## src/rtl/serial_subtractor.sv

```systemverilog
// Bit-serial WIDTH-bit subtractor: diff = a - b - b_in, one bit per clock through a single borrow flop.
// Define SUB_OVF_EN to build the signed-overflow flag; otherwise ovf is tied to 0.
module serial_subtractor #(
  parameter int WIDTH = 4
) (
  input  logic             clk,
  input  logic             rst,
  input  logic             start,
  input  logic [WIDTH-1:0] a,
  input  logic [WIDTH-1:0] b,
  input  logic             b_in,
  output logic             busy,
  output logic             done,
  output logic [WIDTH-1:0] diff,
  output logic             b_out,
  output logic             ovf
);

  localparam int CW = $clog2(WIDTH);
  localparam logic [CW-1:0] LAST = CW'(WIDTH - 1);

  typedef enum logic [1:0] {IDLE, RUN, DONE} state_t;

  state_t           state_q;
  logic [WIDTH-1:0] a_q;
  logic [WIDTH-1:0] b_q;
  logic [WIDTH-1:0] sh_q;
  logic [WIDTH-1:0] diff_q;
  logic [CW-1:0]    cnt_q;
  logic             br_q;
  logic             bout_q;
  logic             busy_q;
  logic             done_q;

  logic             d_bit;
  logic             br_d;
  logic [WIDTH-1:0] sh_d;

  // Operands shift right each RUN edge, so bit 0 always holds the bit being processed.
  assign d_bit = a_q[0] ^ b_q[0] ^ br_q;
  assign br_d  = (~a_q[0] & b_q[0]) | (~(a_q[0] ^ b_q[0]) & br_q);
  assign sh_d  = {d_bit, sh_q[WIDTH-1:1]};

`ifdef SUB_OVF_EN
  logic ovf_q;
  logic ovf_d;
  // On the last edge a_q[0]/b_q[0] are the original sign bits and d_bit is the result sign.
  assign ovf_d = (a_q[0] ^ b_q[0]) & (d_bit ^ a_q[0]);
  assign ovf   = ovf_q;
`else
  assign ovf   = 1'b0;
`endif

  always_ff @(posedge clk or posedge rst) begin
    if (rst) begin
      state_q <= IDLE;
      a_q     <= '0;
      b_q     <= '0;
      sh_q    <= '0;
      diff_q  <= '0;
      cnt_q   <= '0;
      br_q    <= 1'b0;
      bout_q  <= 1'b0;
      busy_q  <= 1'b0;
      done_q  <= 1'b0;
`ifdef SUB_OVF_EN
      ovf_q   <= 1'b0;
`endif
    end else begin
      case (state_q)
        IDLE, DONE: begin
          done_q <= 1'b0;
          if (start) begin
            a_q     <= a;
            b_q     <= b;
            br_q    <= b_in;
            cnt_q   <= '0;
            busy_q  <= 1'b1;
            state_q <= RUN;
          end else begin
            state_q <= IDLE;
          end
        end
        RUN: begin
          a_q   <= a_q >> 1;
          b_q   <= b_q >> 1;
          br_q  <= br_d;
          sh_q  <= sh_d;
          cnt_q <= cnt_q + 1'b1;
          if (cnt_q == LAST) begin
            diff_q  <= sh_d;
            bout_q  <= br_d;
`ifdef SUB_OVF_EN
            ovf_q   <= ovf_d;
`endif
            busy_q  <= 1'b0;
            done_q  <= 1'b1;
            state_q <= DONE;
          end
        end
        default: begin
          busy_q  <= 1'b0;
          done_q  <= 1'b0;
          state_q <= IDLE;
        end
      endcase
    end
  end

  assign busy  = busy_q;
  assign done  = done_q;
  assign diff  = diff_q;
  assign b_out = bout_q;

endmodule

```

## config.mk

```make
export PLATFORM = sky130hd
export DESIGN_NAME = serial_subtractor
export DESIGN_NICKNAME = d
export VERILOG_FILES = /design/src/rtl/serial_subtractor.sv
export SDC_FILE = /design/constraint.sdc
export NUM_CORES = 1
export LEC_CHECK = 0
export CAP_MARGIN = 20
export CELL_PAD_IN_SITES_DETAIL_PLACEMENT = 0
export CELL_PAD_IN_SITES_GLOBAL_PLACEMENT = 1
export CORE_MARGIN = 2
export CORE_UTILIZATION = 39
export DETAILED_ROUTE_END_ITERATION = 8
export GPL_TIMING_DRIVEN = 0
export PLACE_DENSITY = 0.84
export SLEW_MARGIN = 0
export SYNTH_ARGS = -nofsm -noshare
export SYNTH_HDL_FRONTEND = slang
export SYNTH_SLANG_ARGS = --single-unit
export TNS_END_PERCENT = 30
```

## constraint.sdc

```tcl
create_clock -name clk -period 1.4 [get_ports clk]
set_input_delay 0.42 -clock clk [delete_from_list [all_inputs] [get_ports clk]]
set_output_delay 0.42 -clock clk [all_outputs]
set_load 0.02 [all_outputs]
```

==> flow_summary_export.csv, run 1 <==
group,metric,value,unit
run_status,status,"finished clean",
synthesis,synthAdderAreaFrac,3.186,%
clocking,insertion_delay,310,ps
critical_path,max_stage_delay,390,ps
detailed_routing,highest_layer,"met4",
place,port_buffers,18,
detailed_routing,firstDrtPassIters,3,
synthesis,ys_seq_elements,22,
global_route,grt_pass1_wl,2815,microns
clocking,cts_hold_buffers,0,
place,place_inst,133,
clocking,htree_levels,1,
detailed_routing,wl_met3,84,microns
detailed_routing,wl_met2,761,microns
critical_path,crit_cells,1,
cells_and_area,utilization,50.96,%
global_route,grt.overflow.total,0,
critical_path,r2r_end,"br_q",
timing,fin_worst_skew,8.281,ps
timing,final-hold-violation-count,0,
global_route,antenna_found_initial,0,
place,dpl_cell_area,1239,sq um
clocking,cts_tree,"yes",
detailed_routing,num_vias,655,
cells_and_area,fin_cells,139,
synthesis,syn_nets,99,
critical_path,cp_max_fo,2,
critical_path,endpoint,"diff[1]",
detailed_routing,vias_per_cell,4.712,
critical_path,reg2reg_depth,3,
timing,maxSlewHeadroom,44.56,%
critical_path,critPathLaunchType,"flop",
floorplanning,placeableCoreArea,2477,sq um
floorplanning,dieArea,3043,sq um
synthesis,yosys.area.top_type,"dfrtp_1",
cells_and_area,n_antenna_cell,0,
critical_path,cp.arrival,940,ps
timing,final_max_slew_viol_count,0,
synthesis,synth_mux_area_share,10.91,%
timing,rsz0062_at_grt,"false",
critical_path,worstSetupPathType,"flop to output pin",
cells_and_area,mostFrequentLayoutCells,"dfrtp_1 (21), clkdlybuf4s50_1 (11), inv_1 (10), mux2_2 (9)",
cells_and_area,syn_to_final_growth,23.65,%
timing,tightest_slew,830.6,ps
synthesis,netlist_area,1021,sq um
clocking,cts_buffers,3,
cells_and_area,layout_commonest_cell,"dfrtp_1",
hold_path,hold_path_class,"flop to flop",
floorplanning,die_x,55.17,microns
synthesis,ys_seq_area_share,53.92,%
synthesis,syn_avg_cell_area,12.01,sq um
critical_path,required,980,ps
global_route,grt_max_degree,23,
clocking,cts_sinks,22,
synthesis,yosysWarningCount,0,
global_route,grt.total_usage,13.46,%
clocking,cts_max_path_buffers,2,
synthesis,synthTopCellsByArea,"dfrtp_1 (54%), mux2_2 (9.9%), a21oi_2 (5.1%), inv_1 (3.7%), o22ai_1 (3.7%)",
place,gp_congestion,0.7473,
cells_and_area,postLayoutCellArea,1262,sq um
synthesis,syn_inst,85,
critical_path,critical_path.cell_chain,"clkdlybuf4s15_2",
critical_path,reg2reg_slack,70,ps
synthesis,synth_cell_types,22,
detailed_routing,wl_per_cell,12.21,microns
timing,fmax,737.4,MHz
critical_path,critical-path-top-delay-family,"flip-flops",
synthesis,synth_top_family_by_area,"compound AO/OA/AOI/OAI gates",
clocking,cts.reportedPaths.clkPinSlew,110,ps
place,dpl.hpwl,1207,microns
critical_path,critPathSlowestCell,"dfrtp_1",
cells_and_area,nNetsFinal,124,
detailed_routing,drcViolationCount,0,
floorplanning,start_util,41.21,%
synthesis,yosys.area.top_type_share,53.92,%
floorplanning,placementRows,18,
cells_and_area,n_fill_cell,247,
power,power_density,2297,nW/um^2
job,maxCapViolCount,0,
detailed_routing,routed_wl,1697,microns
critical_path,crit_buf_inv,1,
cells_and_area,drive_above_1_share,34.86,%
clocking,cts-root-buf,"clkbuf_4",
floorplanning,ioPinCount,20,
detailed_routing,ant_nets,0,
floorplanning,die_y,55.17,microns
synthesis,synth-compound-area-share,13.36,%
synthesis,synth_simple_gate_area_share,10.17,%
critical_path,r2r_start,"a_q[0]",
power,cellLeakagePower,0.0006038,uW
timing,final.period_utilization,96.86,%
critical_path,cp-end-kind,"output pin",
detailed_routing,drtIter0Drc,3,
synthesis,synthXorXnorAreaFrac,0,%
power,vdd_drop_max,1.090,mV
detailed_routing,m1WireLength,838,microns
timing,min_period,1356,ps
critical_path,crit_start,"diff[1]",
timing,setup_viol,0,
global_route,grt_pass1_vias,647,
## cells in the mapped netlist
| cell type | count |
|---|---|
| dfrtp_1 | 22 |
| inv_1 | 10 |
| mux2_2 | 9 |
| a21oi_2 | 6 |
| o22ai_1 | 6 |
| o21ai_0 | 5 |
| nand2_1 | 4 |
| buf_4 | 3 |
| nand3_1 | 3 |
| nor2_1 | 3 |
| buf_6 | 2 |
| nand2b_4 | 2 |
| a211oi_1 | 1 |
| a21oi_1 | 1 |
| a22o_1 | 1 |
| and2_4 | 1 |
| conb_1 | 1 |
| fa_1 | 1 |
| ha_1 | 1 |
| mux2i_1 | 1 |
| nand3b_4 | 1 |
| nor2b_1 | 1 |
## routing by layer
metal / GRT usage [%] / vias to the layer above
li1: - / 334
met1: 18.01 / 306
met2: 20.63 / 13
met3: 2.419 / 2
met4: 7.317 / 0
met5: 0 / -
## flip-flops by register name, indices dropped and copies added, names as in the netlist
name and cells:
a_q 4, b_q 4, diff 4, sh_q 3, cnt_q 2, state_q 2
b_out 1, br_q 1, busy 1
## stage by stage
step           hold WS [ps]  setup TNS [ps]  setup slack (ps)  total power, uW
3_3_place_gp          467.0           -3997            -256.8             2588
5_1_grt               527.6               0             6.944             3143
3_5_place_dp          490.3           -4463            -255.8             2639
6_report              513.5               0             43.96             2900
4_1_cts               517.4               0             4.704             2979
2_1_floorplan         409.2               0             89.63             2227
## cell families after synthesis
group,after synthesis
simple gates,15
buf+inv,15
other cells,1
fa+ha+maj,2
flops,22
mux,10
compound gates,20
## layout make-up
cell class	count	area (sq um)	area share, %
multi-input combinational	48	387.9	30.72
sequential	22	551.8	43.71
clock buffer	4	36.28	2.874
buffer	5	45.04	3.568
timing repair buffer	20	166.4	13.18
inverter	10	37.54	2.973
tap	30	37.54	2.973
## worst reg2reg max path, cell delays in order, from the launching register on
cell	delay, ps
dfrtp_1	430
fa_1	450
mux2_2	270
a21oi_1	130
## how the worst min path moves through the flow
stage,startpoint,endpoint,cells after the start
final,sh_q[1],sh_q[1],1
after floorplan,rst,a_q[0],1
after global placement,b_out,b_out,2
after detailed placement,sh_q[1],sh_q[1],1
after CTS,sh_q[1],sh_q[1],1
after global routing,diff[1],diff[1],1
## report_power, final
group / switching, uW / leakage (uW) / internal (uW) / total [uW]
Combinational: 703 / 0.000320 / 731 / 1430
Sequential: 171 / 0.000263 / 946 / 1120
Clock: 190 / 0.0000210 / 159 / 349
Total: 1060 / 0.000604 / 1840 / 2900
## what timing repair did
action                     CTS  global route
setup endpoints to repair    7             4
buffers inserted             2             0
resized for setup           24             4
gates cloned                 0             0
pin swaps                    0             0
Note: power is estimated with default switching activity, not from simulation.
==> inputs of run 2 (changes only) <==
--- a/config.mk
+++ b/config.mk
@@ -8,6 +8,7 @@
 export CAP_MARGIN = 20
 export CELL_PAD_IN_SITES_DETAIL_PLACEMENT = 0
 export CELL_PAD_IN_SITES_GLOBAL_PLACEMENT = 1
+export CORE_ASPECT_RATIO = 1.75
 export CORE_MARGIN = 2
 export CORE_UTILIZATION = 39
 export DETAILED_ROUTE_END_ITERATION = 8
==> run 2 against run 1 <==
Largest cell class unchanged; die area rose by 0.53%; worst hold slack worse by 35 ps; sequential share of layout area is 0.43 points lower; cell area up 0.99%; clock skew decreased by 6.3 ps; non-clock buffer count is 1 lower; clock power up 12%; critical path type unchanged; clock-buffer cell count decreased by 1; final cell count decreased by 4.3%; via count increased by 1.7%; power increased by 3.8%.
==> flow_summary_export.csv, run 2 (synthesis gave the netlist of run 1 again) <==
group,metric,value,unit
run_status,status,"finished clean",
floorplanning,ioPinCount,20,
floorplanning,dieArea,3059,sq um
place,place_inst,129,
cells_and_area,layout_commonest_cell,"dfrtp_1",
global_route,grt_max_degree,23,
floorplanning,placeableCoreArea,2492,sq um
floorplanning,die_y,71.69,microns
detailed_routing,vias_per_cell,5.008,
detailed_routing,ant_nets,0,
critical_path,crit_buf_inv,1,
critical_path,critPathSlowestCell,"dfrtp_1",
clocking,cts_buffers,3,
critical_path,critPathLaunchType,"flop",
timing,fin_worst_skew,1.932,ps
detailed_routing,num_vias,666,
floorplanning,placementRows,24,
timing,maxSlewHeadroom,46.22,%
floorplanning,start_util,40.96,%
clocking,cts_sinks,22,
timing,setup_viol,0,
clocking,cts_max_path_buffers,2,
timing,fmax,735.6,MHz
detailed_routing,routed_wl,1850,microns
place,gp_congestion,0.7083,
cells_and_area,n_antenna_cell,0,
global_route,grt.overflow.total,0,
power,vdd_drop_max,1.047,mV
hold_path,hold_path_class,"flop to flop",
critical_path,critical-path-top-delay-family,"flip-flops",
critical_path,critical_path.cell_chain,"clkdlybuf4s15_1",
clocking,cts-root-buf,"clkbuf_8",
critical_path,cp_max_fo,2,
critical_path,cp.arrival,940,ps
job,maxCapViolCount,0,
timing,min_period,1359,ps
place,dpl.hpwl,1356,microns
clocking,cts.reportedPaths.clkPinSlew,70,ps
cells_and_area,syn_to_final_growth,24.88,%
cells_and_area,mostFrequentLayoutCells,"dfrtp_1 (21), inv_1 (10), clkdlybuf4s50_1 (10), mux2_2 (9)",
timing,final-hold-violation-count,0,
critical_path,worstSetupPathType,"flop to output pin",
cells_and_area,n_fill_cell,227,
power,power_density,2360,nW/um^2
cells_and_area,nNetsFinal,123,
clocking,cts_tree,"yes",
cells_and_area,fin_cells,133,
critical_path,cp-end-kind,"output pin",
detailed_routing,drcViolationCount,0,
timing,holdWs,478.7,ps
global_route,antenna_found_initial,0,
critical_path,max_stage_delay,390,ps
timing,rsz0062_at_grt,"false",
place,port_buffers,18,
timing,final.period_utilization,97.11,%
global_route,grt_pass1_wl,3256,microns
timing,tightest_slew,805.8,ps
clocking,insertion_delay,260,ps
global_route,grt.total_usage,14.06,%
clocking,htree_levels,1,
timing,fin_tns_setup,0,ps
clocking,cts_hold_buffers,0,
global_route,grt_pass1_vias,726,
timing,final_max_slew_viol_count,0,
detailed_routing,firstDrtPassIters,2,
cells_and_area,drive_above_1_share,29.91,%
detailed_routing,drtIter0Drc,4,
detailed_routing,wl_per_cell,13.91,microns
power,cellLeakagePower,0.0006018,uW
floorplanning,die_x,42.68,microns
critical_path,required,980,ps
[run 2: changes by cell type in the layout (fill, tap and decap cells not counted)]
cell	delta
fa_2	+1
dlygate4sd2_1	+1
clkdlybuf4s15_1	+5
clkdlybuf4s50_1	-1
clkdlybuf4s15_2	-1
buf_4	-1
clkbuf_8	+2
buf_2	-5
clkbuf_2	+1
fa_1	-1
clkbuf_4	-3
[run 2: through the flow]
step | setup WS, ps | utilization (%) | total power [uW] | cell area [sq um]
floorplan | 89.63 | - | 2227 | 1021
global route | 8.194 | 51.15 | 3252 | 1275
CTS | 9.700 | 50.70 | 2994 | 1264
detailed placement | -309.9 | 49.50 | 2673 | 1234
global placement | -283.5 | 49.50 | 2614 | 1234
finish | 40.51 | 51.15 | 3009 | 1275
[run 2: where the power goes]
part | leakage [uW] | switching [uW] | internal, uW
combinational | 0.000317 | 724 | 758
sequential | 0.000263 | 187 | 949
clock | 0.0000216 | 198 | 192
[run 2: worst paths after layout]
check                      startpoint  cells past startpoint          to  slack [ps]
hold reg to reg                 b_out                      2       b_out         480
hold / removal                  b_out                      2       b_out         480
min in group asynchronous         rst                      2     sh_q[1]         610
max in group asynchronous         rst                      2  state_q[1]         240
setup / recovery              diff[1]                      1     diff[1]          40
setup reg to reg               b_q[0]                      3     sh_q[3]          80
[run 2: layer usage]
metal / vias up / global-route usage [%] / part of all wire, %
li1: 326 / - / -
met1: 324 / 15.82 / 41
met2: 11 / 24.58 / 54
met3: 5 / 1.763 / 2.6
met4: 0 / 8.333 / 2.9
met5: - / 0 / 0
[run 2: cell type report]
cell class                      count  area, sq um  area share [%]
Multi-Input combinational cell     48        390.4           30.62
Inverter                           10        37.54           2.944
Tap cell                           26        32.53           2.552
Clock buffer                        3        41.29           3.238
Timing Repair Buffer               19        176.4           13.84
Buffer                              5        45.04           3.533
Sequential cell                    22        551.8           43.28
[run 2: repair_timing]
action | CTS | global route
setup endpoints to repair | 10 | 7
gates resized for setup | 13 | 7
setup buffers | 0 | 1
==> inputs of run 3 (changes only) <==
--- a/config.mk
+++ b/config.mk
@@ -11,8 +11,10 @@
 export CORE_ASPECT_RATIO = 1.75
 export CORE_MARGIN = 2
 export CORE_UTILIZATION = 39
+export CTS_CLUSTER_SIZE = 30
 export DETAILED_ROUTE_END_ITERATION = 8
 export GPL_TIMING_DRIVEN = 0
+export HOLD_SLACK_MARGIN = 0.05
 export PLACE_DENSITY = 0.84
 export SLEW_MARGIN = 0
 export SYNTH_ARGS = -nofsm -noshare
==> results of run 3 <==
No change in the layout: final DEF, timing and power equal those of run 2.
